[src/rtl/lap_timer_pkg.sv]
// Shared types and constants for the lap_timer stopwatch/countdown core.
// Digits are stored BCD, most significant minute digit first.
package lap_timer_pkg;

    typedef logic [1:0] state_t;
    localparam state_t ST_IDLE  = 2'd0;
    localparam state_t ST_RUN   = 2'd1;
    localparam state_t ST_PAUSE = 2'd2;
    localparam state_t ST_DONE  = 2'd3;

    typedef logic [3:0] bcd_t;

    typedef struct packed {
        bcd_t m1;
        bcd_t m0;
        bcd_t s1;
        bcd_t s0;
        bcd_t h1;
        bcd_t h0;
    } time_t;

    localparam int MOD_H0 = 10;
    localparam int MOD_H1 = 10;
    localparam int MOD_S0 = 10;
    localparam int MOD_S1 = 6;
    localparam int MOD_M0 = 10;
    localparam int MOD_M1 = 6;

    localparam time_t TIME_ZERO = 24'h00_00_00;
    localparam time_t TIME_MAX  = 24'h59_59_99;

    // Digit index 0 is h0, index 5 is m1.
    function automatic int digit_mod(input int idx);
        case (idx)
            0:       return MOD_H0;
            1:       return MOD_H1;
            2:       return MOD_S0;
            3:       return MOD_S1;
            4:       return MOD_M0;
            default: return MOD_M1;
        endcase
    endfunction

    function automatic bcd_t sat_digit(input bcd_t d, input int m);
        return (int'(d) > m - 1) ? bcd_t'(m - 1) : d;
    endfunction

    function automatic time_t sat_time(input logic [23:0] v);
        time_t t;
        time_t r;
        t    = v;
        r.m1 = sat_digit(t.m1, MOD_M1);
        r.m0 = sat_digit(t.m0, MOD_M0);
        r.s1 = sat_digit(t.s1, MOD_S1);
        r.s0 = sat_digit(t.s0, MOD_S0);
        r.h1 = sat_digit(t.h1, MOD_H1);
        r.h0 = sat_digit(t.h0, MOD_H0);
        return r;
    endfunction

endpackage

[src/rtl/bcd_digit.sv]
// One BCD counter digit of modulus MOD with load, up/down step and carry/borrow out.
// Updates one cycle after en/load; no backpressure, co is the combinational terminal flag.
module bcd_digit
    import lap_timer_pkg::*;
#(
    parameter int MOD = 10
) (
    input  logic clk,
    input  logic rst,
    input  logic en,
    input  logic down,
    input  logic load,
    input  bcd_t load_val,
    output bcd_t q,
    output logic co
);

    localparam bcd_t TOP = bcd_t'(MOD - 1);

    assign co = down ? (q == 4'd0) : (q == TOP);

    always_ff @(posedge clk or negedge rst) begin
        if (!rst) begin
            q <= 4'd0;
        end else if (load) begin
            q <= load_val;
        end else if (en) begin
            if (down) q <= (q == 4'd0) ? TOP : q - 4'd1;
            else      q <= (q == TOP)  ? 4'd0 : q + 4'd1;
        end
    end

endmodule

[src/rtl/lap_timer.sv]
// MM:SS:hh BCD stopwatch/countdown with run/pause FSM and a LAP_DEPTH split-time FIFO.
// Commands act one cycle after the pulse; full FIFO drops new laps and sets sticky lap_ovf.
module lap_timer
    import lap_timer_pkg::*;
#(
    parameter int CLK_HZ    = 10_000_000,
    parameter int TICK_HZ   = 100,
    parameter int LAP_DEPTH = 4
) (
    input  logic                         rst,
    input  logic                         clk,
    input  logic                         start_stop,
    input  logic                         clear,
    input  logic                         lap,
    input  logic                         lap_rd,
    input  logic                         mode,
    input  logic [23:0]                  preset,
    output logic [23:0]                  time_bcd,
    output logic [23:0]                  lap_bcd,
    output logic [$clog2(LAP_DEPTH):0]   lap_cnt,
    output logic                         lap_ovf,
    output logic                         running,
    output logic                         expired,
    output logic                         wrap
);

    localparam int DIV = CLK_HZ / TICK_HZ;
    localparam int PW  = (DIV > 1) ? $clog2(DIV) : 1;
    localparam int AW  = $clog2(LAP_DEPTH);
    localparam int CW  = AW + 1;

    state_t        state;
    logic [PW-1:0] presc;
    logic          mode_q;
    time_t         cur;
    logic [23:0]   load_vec;
    logic          load;
    bcd_t          q [6];
    logic [5:0]    en;
    logic [5:0]    co;

    logic tick, start_idle, expire_now, wrap_now;

    assign tick       = (state == ST_RUN) && (presc == PW'(DIV - 1)) && !clear;
    assign start_idle = start_stop && !clear && (state == ST_IDLE);
    // Only 00:00:01 (or an empty preset) can step to zero on a down tick.
    assign expire_now = tick && mode_q &&
                        ({cur.m1, cur.m0, cur.s1, cur.s0, cur.h1} == 20'h0) && (cur.h0 <= 4'd1);

    always_comb begin
        load     = 1'b0;
        load_vec = TIME_ZERO;
        if (clear) begin
            load     = 1'b1;
            load_vec = mode ? sat_time(preset) : TIME_ZERO;
        end else if (start_idle && mode && (cur == TIME_ZERO)) begin
            load     = 1'b1;
            load_vec = sat_time(preset);
        end else if (expire_now) begin
            load     = 1'b1;
            load_vec = TIME_ZERO;
        end
    end

    for (genvar i = 0; i < 6; i++) begin : g_digit
        if (i == 0) begin : g_lsd
            assign en[0] = tick && !load;
        end else begin : g_cascade
            assign en[i] = tick && !load && (&co[i-1:0]);
        end
        bcd_digit #(.MOD(digit_mod(i))) u_digit (
            .clk      (clk),
            .rst      (rst),
            .en       (en[i]),
            .down     (mode_q),
            .load     (load),
            .load_val (load_vec[4*i +: 4]),
            .q        (q[i]),
            .co       (co[i])
        );
    end

    assign cur      = {q[5], q[4], q[3], q[2], q[1], q[0]};
    assign wrap_now = en[5] && co[5] && !mode_q;
    assign time_bcd = cur;
    assign running  = (state == ST_RUN);

    always_ff @(posedge clk or negedge rst) begin
        if (!rst) begin
            state   <= ST_IDLE;
            presc   <= '0;
            mode_q  <= 1'b0;
            wrap    <= 1'b0;
            expired <= 1'b0;
        end else begin
            wrap    <= wrap_now;
            expired <= expire_now;
            if (clear || start_idle)  presc <= '0;
            else if (state == ST_RUN) presc <= tick ? '0 : presc + PW'(1);
            if (start_idle) mode_q <= mode;
            if (clear) begin
                state <= ST_IDLE;
            end else begin
                case (state)
                    ST_IDLE:  if (start_stop) state <= ST_RUN;
                    ST_RUN:   if (expire_now) state <= ST_DONE;
                              else if (start_stop) state <= ST_PAUSE;
                    ST_PAUSE: if (start_stop) state <= ST_RUN;
                    default:  state <= ST_DONE;
                endcase
            end
        end
    end

    // Lap FIFO: simultaneous push and pop pass through even when full or empty.
    time_t         mem [LAP_DEPTH];
    logic [AW-1:0] wr_ptr, rd_ptr, rd_nxt;
    logic [CW-1:0] cnt_nxt;
    logic          lap_ok, rd_req, full, empty, do_push, do_pop;
    logic [23:0]   head_nxt;

    assign lap_ok  = lap && !clear && ((state == ST_RUN) || (state == ST_PAUSE));
    assign rd_req  = lap_rd && !clear;
    assign full    = (lap_cnt == CW'(LAP_DEPTH));
    assign empty   = (lap_cnt == '0);
    assign do_push = lap_ok && (!full || rd_req);
    assign do_pop  = rd_req && (!empty || lap_ok);
    assign rd_nxt  = rd_ptr + AW'(do_pop);
    assign cnt_nxt = lap_cnt + CW'(do_push) - CW'(do_pop);

    always_comb begin
        head_nxt = 24'h0;
        if (cnt_nxt != '0) begin
            if (do_push && (wr_ptr == rd_nxt)) head_nxt = cur;
            else                                head_nxt = mem[rd_nxt];
        end
    end

    always_ff @(posedge clk) begin
        if (do_push) mem[wr_ptr] <= cur;
    end

    always_ff @(posedge clk or negedge rst) begin
        if (!rst) begin
            wr_ptr  <= '0;
            rd_ptr  <= '0;
            lap_cnt <= '0;
            lap_bcd <= 24'h0;
            lap_ovf <= 1'b0;
        end else if (clear) begin
            wr_ptr  <= '0;
            rd_ptr  <= '0;
            lap_cnt <= '0;
            lap_bcd <= 24'h0;
            lap_ovf <= 1'b0;
        end else begin
            if (do_push) wr_ptr <= wr_ptr + AW'(1);
            rd_ptr  <= rd_nxt;
            lap_cnt <= cnt_nxt;
            lap_bcd <= head_nxt;
            if (lap_ok && full && !rd_req) lap_ovf <= 1'b1;
        end
    end

endmodule

[config.mk]
export PLATFORM = sky130hd
export DESIGN_NAME = lap_timer
export DESIGN_NICKNAME = d
export VERILOG_FILES = /design/src/rtl/lap_timer_pkg.sv /design/src/rtl/bcd_digit.sv /design/src/rtl/lap_timer.sv
export SDC_FILE = /design/constraint.sdc
export NUM_CORES = 1
export LEC_CHECK = 0
export CAP_MARGIN = 20
export CORE_ASPECT_RATIO = 1.75
export CORE_MARGIN = 1
export CORE_UTILIZATION = 53
export DETAILED_ROUTE_END_ITERATION = 12
export PLACE_DENSITY = 0.75
export SLEW_MARGIN = 20
export SYNTH_ARGS = -nofsm -noshare
export SYNTH_HDL_FRONTEND = slang
export SYNTH_SLANG_ARGS = --single-unit
[constraint.sdc]
create_clock -name clk -period 4.07 [get_ports clk]
set_input_delay 1.0175 -clock clk [delete_from_list [all_inputs] [get_ports clk]]
set_output_delay 1.0175 -clock clk [all_outputs]
set_load 0.02 [all_outputs]
== Word level (Yosys, flattened, before mapping) ==
Memory sizes are Yosys's and may differ from the RTL's.
Cells that the tools add are included.
Widths: inputs -> output; s select.
Word-level totals
  register bits after elaboration: 78
  latch bits: 0
  RAM bits: 96
  memory bits (read-only): 0
  output and inout port bits: 55
  logic and storage cells: 182
  memories kept: 1
Memories
  mem: words 4, width 24, rd ports 1, clocked after Yosys merged registers in 0, write ports 1, line lap_timer.sv:116  | time_t mem [LAP_DEPTH];
Cells by class
  add/sub/neg operators: 17
  multipliers: 0
  div/mod/pow operators: 0
  $lt $le $gt $ge: 7
  equality and inequality tests: 13
  shift-type cells: 0
  multiplexer cells: 67
  bitwise operators: 0
  reduce and logical (&&, ||, !) cells: 61
Operators with widths (count)
  $mux 24: 6
  $mux 4: 36
  $mux 17: 3
  $logic_and 1x1->1: 25
  $add 4x1->4 const B: 6
  $logic_not 24->1: 1
  $logic_not 4->1: 6
  $sub 4x1->4 const B: 6
  $logic_not 20->1: 1
  $reduce_bool 2->1: 9
  $add 17x1->17 const B: 1
  $eq 17x17->1 const B: 1
  $eq 4x4->1 const B: 4
  $gt 4x4->1 const B: 4
  $mux 2: 7
  $mux 1: 13
  $eq 4x3->1 const B: 2
  $gt 4x3->1 const B: 2
  $logic_not 1->1: 6
  $reduce_and 5->1: 1
  $le 4x1->1 const B: 1
  $logic_or 1x1->1: 4
  $ne 4x3->1 const B: 1
  $pmux 2 s2: 1
  other kinds (17): 18

== Logic depth before layout (Yosys ltp) ==
Gate-level depths: netlist of the first run.
  word-level depth: 14
  mapped depth: 15
  mapped depth without buffers: 14

== By module ==
From an unflattened synthesis of the first run, not the netlist that was laid out.
Unflattened totals
  cell total of the unflattened synthesis: 731
  area, all modules: 8703.3 µm²
Modules (own cells, without submodules)
  lap_timer: instances 1, cells an instance 469, area each 6538.8 µm², seq. area each 4234.1 µm²
  bcd_digit at g_digit[0].u_digit ...: instances 4, cells an instance 46, area each 375.4 µm², seq. area each 100.1 µm²
  bcd_digit at g_digit[3].u_digit ...: instances 2, cells an instance 39, area each 331.6 µm², seq. area each 100.1 µm²

== Worst setup path after synthesis of the first run ==
No wires, ideal clock.
  path kind: input to register
  start: in clear
  end: reg lap_bcd[10]
  setup time: 136 ps
  arrival time: 3454 ps
  required time: 3934 ps
  setup slack: 479 ps
  stages on the path: 14
  cell sequence: nand2b_1 and3_1 nor3_1 inv_1 ha_1 inv_1 ha_1 inv_1 fa_1 xor2_1 xnor2_1 a31o_2 clkbuf_1 a21oi_1
Between the ends
  cells in the longest elaborated chain, start to end: 11
  elaborated cells between the ends (all ways): 18
Ends and longest elaborated chain
  start, declared: line lap_timer.sv:13  | input logic clear,
  parallel branches: the longest is 10 deep, another holds $add 3x1->3
  $mux 24 (*): line lap_timer.sv:150  | end else if (clear) begin
  end signal, assigned: line lap_timer.sv:160  | lap_bcd <= head_nxt;
  end, declared: line lap_timer.sv:19  | output logic [23:0] lap_bcd,
Mark *: on every way between the ends.
A chain may end at the register's enable or synchronous reset.

== Worst setup path in the final report of the first run ==
  start: in clear
  end: reg lap_bcd[23]
The elaborated chain is that of the path after synthesis.

==> results of run 1 <==
power groups by stage:
stage | Sequential (uW) | Combinational (uW) | Clock [uW]
final | 2230 | 1670 | 1690
after global routing | 2250 | 1820 | 1780
after CTS | 2220 | 1690 | 1710
after detailed placement | 2260 | 1670 | 0
after global placement | 2250 | 1600 | 0
after floorplan | 2290 | 1060 | 0
cells in the mapped netlist, types with 4 or more instances:
cell type and number:
sky130_fd_sc_hd__and3_1 9, sky130_fd_sc_hd__a2bb2oi_1 12, sky130_fd_sc_hd__nand3b_1 5, sky130_fd_sc_hd__mux4_2 24
sky130_fd_sc_hd__o31ai_1 5, sky130_fd_sc_hd__nor4_1 9, sky130_fd_sc_hd__nand2b_1 11, sky130_fd_sc_hd__o22ai_1 4
sky130_fd_sc_hd__a32oi_1 4, sky130_fd_sc_hd__nor3_1 15, sky130_fd_sc_hd__nor2_1 55, sky130_fd_sc_hd__nand3_1 25
sky130_fd_sc_hd__xor2_1 17, sky130_fd_sc_hd__inv_1 19, sky130_fd_sc_hd__nor2b_1 10, sky130_fd_sc_hd__o21a_1 8
sky130_fd_sc_hd__nand4_1 4, sky130_fd_sc_hd__nand2_1 97, sky130_fd_sc_hd__dfrtp_1 78, sky130_fd_sc_hd__edfxtp_1 96
sky130_fd_sc_hd__a21oi_1 49, sky130_fd_sc_hd__buf_1 6, sky130_fd_sc_hd__xnor2_1 9, sky130_fd_sc_hd__mux2i_1 5
sky130_fd_sc_hd__o21ai_0 35, sky130_fd_sc_hd__and2_1 11, sky130_fd_sc_hd__ha_1 12, sky130_fd_sc_hd__clkbuf_1 35
sky130_fd_sc_hd__nor3b_1 4, sky130_fd_sc_hd__or4_1 4
sequential cells by signal (all words and copies together) (netlist names):
| signal | cells |
|---|---|
| expired | 1 |
| g_digit.u_digit.q | 24 |
| lap_bcd | 24 |
| lap_cnt | 3 |
| lap_ovf | 1 |
| mem | 96 |
| mode_q | 1 |
| presc | 17 |
| rd_ptr | 2 |
| state | 2 |
| wr_ptr | 2 |
| wrap | 1 |
cell type report:
type,count,area (um2)
fillers,1175,5340
well taps,186,233
clock inverters,14,180
repair buffers,107,1030
multi-input cells,495,3340
clock buffers,18,429
inverters,19,71.3
flip-flops and latches,174,4830
logic make-up (layout without fill, tap and decap cells):
logic type,Yosys count,count (layout)
fa+ha+maj,13,13
xor+xnor,26,26
buf+inv,67,158
compound gates,148,148
flops,174,174
simple gates,276,276
mux,32,32
routing by layer:
metal  wire (um)  vias up  global-route usage [%]
li1            -     2852                       -
met1        7660     3041                    28.9
met5           0        -                       0
met4         520        0                    12.1
met3         919       39                    4.17
met2       10900      233                    45.5
critical path, delay by kind of cell:
kind / cells / cell delay (ns)
adder cells (fa/ha/maj): 3 / 0.77
AO/OA/AOI/OAI: 2 / 0.68
buffers and inverters: 4 / 0.60
AND/OR/NAND/NOR: 3 / 0.55
XOR/XNOR: 2 / 0.34
metrics by stage:
step	area (um2)	util [%]	TNS, ns	hold slack (ns)
floorplan	8450	-	0	0.483
global placement	9510	61.5	0	0.489
detailed placement	9510	61.5	-1.45	0.504
CTS	10100	65.4	0	0.526
global route	10100	65.4	0	0.541
finish	10100	65.4	0	0.518
worst paths after layout:
check                      depth (start not counted)  slack [ns]                    end                 start
max                                               14        0.38  lap_bcd[23]$_DFF_PN0_                 clear
min                                                1        0.52   presc[0]$_DFFE_PN0P_  presc[0]$_DFFE_PN0P_
max reg2reg                                       14        0.72  lap_bcd[23]$_DFF_PN0_  state[0]$_DFFE_PN0P_
min reg2reg                                        1        0.52   presc[0]$_DFFE_PN0P_  presc[0]$_DFFE_PN0P_
max in group asynchronous                          1        2.91   lap_bcd[2]$_DFF_PN0_                   rst
min in group asynchronous                          1        0.64  presc[13]$_DFFE_PN0P_                   rst
==> impl_summary.log, run 1 <==
[metrics] switching power summed over all nets: 1810 uW
[metrics] Avg Inst Size Synth: 11.5 um2
[metrics] first-pass GRT wire length: 32.3 mm
[metrics] time the worst path needs with I/O delays and setup: 3.69 ns
[metrics] Skew-Pair Late Insertion Delay: 0.42 ns
[metrics] weighted congestion reported at the end of routability-driven placement: 0.834
[metrics] core area: 15500 um2
[metrics] number of enable-type register cells in the synthesized netlist: 96
[metrics] Die Y: 169 um
[metrics] Pwr per Cell Area: 552 nW/um2
[metrics] area enclosed by the die boundary: 16500 um2
[metrics] internal power: 3780 uW
[metrics] pin count of the biggest net entering global routing: 79
[metrics] leading register cell type out of synthesis: sky130_fd_sc_hd__edfxtp_1
[metrics] worst max-slew margin expressed relative to the limit: 37.4%
[metrics] cell type with the largest total area after synthesis: sky130_fd_sc_hd__edfxtp_1
[metrics] multiplexer fraction of the synthesized cell area: 7.39%
[metrics] final count of negative-setup-slack endpoints: 0
[metrics] total number of vias: 6165
[metrics] count of nets left with antenna violations after detail routing: 0
[metrics] clock tree from TritonCTS: done
[metrics] ranking of synthesized cells by area: sky130_fd_sc_hd__edfxtp_1 (34%), sky130_fd_sc_hd__dfrtp_1 (23%), sky130_fd_sc_hd__mux4_2 (6.4%), sky130_fd_sc_hd__nand2_1 (4.3%), sky130_fd_sc_hd__a21oi_1 (2.9%)
[metrics] number of buffers on the longest clock path: 2
[metrics] post-layout instance count excluding filler cells: 1013
[metrics] Max Clk Rate: 0.271 GHz
[metrics] Initial Util: 54.6%
[metrics] Clock Skews: 0.0106 ns
[metrics] area fraction in compound gates after synthesis: 11.3%
[metrics] number of DRC violations after detailed-routing iteration 0: 452
[metrics] Seq cells post-synth: 174
[metrics] sum of routed wire length over all layers: 19.9 mm
[metrics] hold-fix buffer count after cts: 0
[metrics] VDD IR-drop max: 0.344 mV
[metrics] yosys warns: 0
[metrics] most frequent CP cell: sky130_fd_sc_hd__inv_1
[metrics] layout overhead on the synthesized area: 19.8%
[metrics] deepest level of the CTS H-tree: 4
[metrics] post-detailed-placement half-perimeter wirelength: 13.1 mm
[metrics] adder and majority gate portion of the synthesized area: 2.01%
[metrics] input/output buffers: 85
[metrics] CP Capture Type: register
[metrics] Post-Syn Nets: 780
[metrics] number of buffers created by CTS: 17
[metrics] die width: 97.4 um
[metrics] number of sinks handled by clock tree synthesis: 174
[metrics] most common cell after layout, fill and taps aside: sky130_fd_sc_hd__nand2_1
[metrics] cell with the biggest individual delay on the critical path: sky130_fd_sc_hd__a31o_2
[metrics] Post-synth ARST share: 44.8%
[metrics] via count of the first global-routing pass: 6368
[metrics] number of buffers inserted to repair setup after CTS: 0
[metrics] Setup Crit Path Kind: in -> reg
[metrics] Pre-Repair DR Iteration Count: 6
[metrics] Switching Fraction: 32.4%
[metrics] Final Hold Vio Count: 0
[metrics] area share of xor/xnor cells in the synthesized design: 2.70%
[metrics] Final Max Slew Viols: 0
[metrics] critical-path cell list: clkdlybuf4s50_1, nand2b_1, and3_1, nor3_1, inv_1, ha_1, inv_1, ha_1, inv_1, fa_1, xor2_1, xnor2_1, a31o_2, a21oi_1
[metrics] post-detailed-route DRC marker count: 0
[metrics] number of nets in the layout: 858
[metrics] static power due to leakage: 0.00382 uW
[metrics] total global-route track usage: 25.2%
[metrics] startpoint type of the worst setup path: input port
[metrics] area share of the largest cell type after synthesis: 34.1%
[metrics] Hold WC Path Type: reg -> reg
[metrics] Post-CTS Resized: 0
[metrics] root buf cell: sky130_fd_sc_hd__clkbuf_16
[metrics] most frequent cells in the layout: sky130_fd_sc_hd__nand2_1 (97), sky130_fd_sc_hd__edfxtp_1 (96), sky130_fd_sc_hd__clkdlybuf4s50_1 (84)
[metrics] setup repair after global routing missed its margin: false
[metrics] sequential group share of total power: 39.8%
[metrics] crit path max fanout: 24
[metrics] number of standard-cell rows in the floorplan: 60
[metrics] arrival time of data at the critical path endpoint: 3.96 ns
[metrics] Slowest Stage Delay on Critical Path: 0.56 ns
[metrics] synth unique cells: 64
[metrics] routed vias/inst: 6.09
[metrics] diode insertion count for antenna repair: 0
[metrics] total power of the final layout: 5590 uW
[metrics] status: complete, no violations
[metrics] fin worst setup slack: 0.378 ns
[metrics] number of top-level design ports: 86
[metrics] part of the power in the clock network: 30.2%
[metrics] Wirelength per Cell: 19.7 um
[metrics] placed cells: 981
[metrics] Seq/Total Area, Yosys: 57.2%
[metrics] actual slew at the worst max-slew pin: 0.926 ns
[metrics] clock transition time at the flip-flop clock pins of the worst setup and hold paths: 0.07 ns
[metrics] post-synthesis simple-gate area fraction: 16.1%
[metrics] largest family of logic cells by synthesized area: simple AND/OR/NAND/NOR gates
[metrics] antenna violations before repair: 0
[metrics] final worst-path cycle share: 90.7%
[metrics] overflow left after global routing: 0
[metrics] netlist area before placement: 8450 um2
[metrics] required time at the endpoint of the critical path: 4.34 ns
[metrics] worst slack at placement: -0.0994 ns
[metrics] max_cap viols: 0
[metrics] combinational fraction of design power: 29.9%
[metrics] fraction of layout instances using a drive strength above 1: 10.9%
[metrics] cell count after synthesis: 736
(Power assumes the default switching activity.)
==> run 2: changes to the inputs <==
==> constraint.sdc (replaced) <==
create_clock -name clk -period 4.07 [get_ports clk]
set_input_delay 1.0175 -clock clk [delete_from_list [all_inputs] [get_ports clk]]
set_output_delay 1.0175 -clock clk [all_outputs]
set_load 0.005 [all_outputs]
==> results of run 2 <==
The final DEF is identical to that of run 1. Status: complete, no violations.
Among the figures that moved: total power 5590 uW -> 5470 uW; worst IR drop on VDD 0.344 mV -> 0.299 mV
==> run 3: changes to the inputs <==
--- a/config.mk
+++ b/config.mk
@@ -10,7 +10,8 @@
 export CORE_MARGIN = 1
 export CORE_UTILIZATION = 53
 export DETAILED_ROUTE_END_ITERATION = 12
-export PLACE_DENSITY = 0.75
+export PLACE_DENSITY = 0.8
+export SKIP_CTS_REPAIR_TIMING = 1
 export SLEW_MARGIN = 20
 export SYNTH_ARGS = -nofsm -noshare
 export SYNTH_HDL_FRONTEND = slang
==> impl_summary.log, run 3 (synthesized netlist as in run 1, its figures left out) <==
[metrics] status: complete, no violations (unchanged)
[metrics] worst reg2reg path depth: 14 (unchanged)
[metrics] number of buffers on the longest clock path: 2 (unchanged)
[metrics] FF-to-FF setup slack: 0.68 ns (was 0.72 ns)
[metrics] max_cap viols: 0 (unchanged)
[metrics] clock tree from TritonCTS: done (unchanged)
[metrics] static power due to leakage: 0.00382 uW (about the same)
[metrics] count of nets left with antenna violations after detail routing: 0 (unchanged)
[metrics] pin count of the biggest net entering global routing: 79 (unchanged)
[metrics] layout overhead on the synthesized area: 19.6% (was 19.8%)
[metrics] Pwr per Cell Area: 536 nW/um2 (was 541 nW/um2)
[metrics] most frequent cells in the layout: sky130_fd_sc_hd__nand2_1 (97), sky130_fd_sc_hd__edfxtp_1 (96), sky130_fd_sc_hd__clkdlybuf4s50_1 (84) (unchanged)
[metrics] total number of vias: 6241 (was 6165)
[metrics] worst max-slew margin expressed relative to the limit: 31.0% (was 37.4%)
[metrics] Worst R2R End: lap_bcd[11]$_DFF_PN0_ (was lap_bcd[23]$_DFF_PN0_)
[metrics] crit path max fanout: 24 (unchanged)
[metrics] Hold WC Path Type: reg -> reg (unchanged)
[metrics] worst slack at placement: -0.0946 ns (was -0.0994 ns)
[metrics] number of standard-cell rows in the floorplan: 60 (unchanged)
[metrics] antenna violations before repair: 0 (unchanged)
[metrics] final worst-path cycle share: 91.4% (was 90.7%)
[metrics] total global-route track usage: 25.1% (was 25.2%)
[metrics] Wirelength per Cell: 19.5 um (was 19.7 um)
[metrics] Skew-Pair Late Insertion Delay: 0.43 ns (was 0.42 ns)
[metrics] Final Max Slew Viols: 0 (unchanged)
[metrics] sum of routed wire length over all layers: 19.8 mm (was 19.9 mm)
[metrics] number of DRC violations after detailed-routing iteration 0: 457 (was 452)
[metrics] area enclosed by the die boundary: 16500 um2 (unchanged)
[metrics] number of nets in the layout: 860 (was 858)
[metrics] Initial Util: 54.6% (unchanged)
[metrics] input/output buffers: 85 (unchanged)
[metrics] number of sinks handled by clock tree synthesis: 174 (unchanged)
[metrics] post-detailed-route DRC marker count: 0 (unchanged)
[metrics] most common cell after layout, fill and taps aside: sky130_fd_sc_hd__nand2_1 (unchanged)
[metrics] Pre-Repair DR Iteration Count: 5 (was 6)
[metrics] startpoint type of the worst setup path: input port (unchanged)
[metrics] CP Capture Type: register (unchanged)
[metrics] Clock Skews: 0.0103 ns (was 0.0106 ns)
[metrics] post-detailed-placement half-perimeter wirelength: 12.9 mm (was 13.1 mm)
[metrics] Die Y: 169 um (unchanged)
[metrics] number of buffers created by CTS: 17 (unchanged)
[metrics] required time at the endpoint of the critical path: 4.35 ns (was 4.34 ns)
[metrics] number of top-level design ports: 86 (unchanged)
[metrics] hold endpoint: presc[0]$_DFFE_PN0P_ (unchanged)
[metrics] weighted congestion reported at the end of routability-driven placement: 0.859 (was 0.834)
[metrics] Max Clk Rate: 0.269 GHz (was 0.271 GHz)
[metrics] first-pass GRT wire length: 32.3 mm (unchanged)
[metrics] Setup Total Neg Slack: 0 ns (unchanged)
[metrics] setup repair after global routing missed its margin: false (unchanged)
[metrics] deepest level of the CTS H-tree: 4 (unchanged)
[metrics] Setup Crit Path Kind: in -> reg (unchanged)
[metrics] overflow left after global routing: 0 (unchanged)
[metrics] via count of the first global-routing pass: 6357 (was 6368)
[metrics] total power of the final layout: 5410 uW (was 5470 uW)
[metrics] actual slew at the worst max-slew pin: 1.04 ns (was 0.926 ns)
[metrics] diode insertion count for antenna repair: 0 (unchanged)
[metrics] Fill cells: 1131 (was 1175)
[metrics] worst hold path depth: 1 (unchanged)
[metrics] time the worst path needs with I/O delays and setup: 3.72 ns (was 3.69 ns)
[metrics] final instance area: 10100 um2 (about the same)
[metrics] Final Hold Vio Count: 0 (unchanged)
[metrics] Critical R2R Launch: state[0]$_DFFE_PN0P_ (unchanged)
[metrics] arrival time of data at the critical path endpoint: 4.00 ns (was 3.96 ns)
[metrics] start point of the worst min-delay path: presc[0]$_DFFE_PN0P_ (unchanged)
[metrics] fin worst setup slack: 0.349 ns (was 0.378 ns)
[metrics] fraction of layout instances using a drive strength above 1: 11.2% (was 10.9%)
[metrics] clock transition time at the flip-flop clock pins of the worst setup and hold paths: 0.07 ns (about the same)
[metrics] VDD IR-drop max: 0.369 mV (was 0.299 mV)
[metrics] die width: 97.4 um (unchanged)
[metrics] most flop-heavy register: mem (unchanged)
[metrics] largest registers ranked by flip-flop count: mem (96), g_digit.u_digit.q (24), lap_bcd (24) (unchanged)
[metrics] core area: 15500 um2 (unchanged)
[metrics] root buf cell: sky130_fd_sc_hd__clkbuf_16 (unchanged)
[metrics] DP Area: 9520 um2 (was 9510 um2)
[metrics] routed vias/inst: 6.15 (was 6.09)
[metrics] final count of negative-setup-slack endpoints: 0 (unchanged)
[metrics] flip-flop count of the largest register after layout: 96 (unchanged)
-- run 3: critical path, cell delays in order --
cell and delay, ns:
sky130_fd_sc_hd__clkdlybuf4s50_1 0.41, sky130_fd_sc_hd__nand2b_1 0.15, sky130_fd_sc_hd__and3_1 0.18, sky130_fd_sc_hd__nor3_1 0.20, sky130_fd_sc_hd__inv_1 0.07, sky130_fd_sc_hd__ha_1 0.27, sky130_fd_sc_hd__inv_1 0.06, sky130_fd_sc_hd__ha_1 0.14
sky130_fd_sc_hd__inv_1 0.05, sky130_fd_sc_hd__fa_1 0.37, sky130_fd_sc_hd__xor2_1 0.16, sky130_fd_sc_hd__xnor2_1 0.19, sky130_fd_sc_hd__a31o_2 0.58, sky130_fd_sc_hd__a21oi_1 0.11
-- run 3: final cells by class --
type,count,area (um2),share of cell area (%)
clock buffer,19,443,4.38
clock inverter,13,136,1.35
inverter,19,71.3,0.706
multi-input combinational,495,3340,33.1
sequential,174,4830,47.8
tap,186,233,2.30
timing repair buffer,109,1040,10.3
-- run 3: metrics by stage --
step | util, % | hold slack (ns) | cells
floorplan | - | 0.483 | 736
global placement | 61.6 | 0.500 | 983
detailed placement | 61.6 | 0.502 | 983
CTS | 65.3 | 0.517 | 1015
global route | 65.3 | 0.531 | 1015
finish | 65.3 | 0.518 | 1015
-- run 3: layer usage --
metal | vias up | track usage (%) | share of wire (%)
li1 | 2838 | - | -
met1 | 3141 | 30.2 | 39
met2 | 215 | 44.0 | 54
met3 | 47 | 4.25 | 4.5
met4 | 0 | 11.3 | 2.6
met5 | - | 0 | 0
-- run 3: worst max-delay path by stage --
stage | start | to | slack [ns] | cells after the start
after floorplan | clear | lap_bcd[10]$_DFF_PN0_ | 0.49 | 14
after global placement | clear | lap_bcd[6]$_DFF_PN0_ | 0.03 | 14
after detailed placement | clear | lap_bcd[11]$_DFF_PN0_ | -0.09 | 14
after CTS | clear | lap_bcd[11]$_DFF_PN0_ | 0.36 | 14
after global routing | clear | lap_bcd[13]$_DFF_PN0_ | 0.04 | 14
final | clear | lap_bcd[11]$_DFF_PN0_ | 0.35 | 14
-- run 3: power by group --
group	internal [uW]	total [uW]	switching (uW)
Sequential	2050	2230	183
Combinational	763	1570	810
Clock	924	1610	687
Total	3730	5410	1680
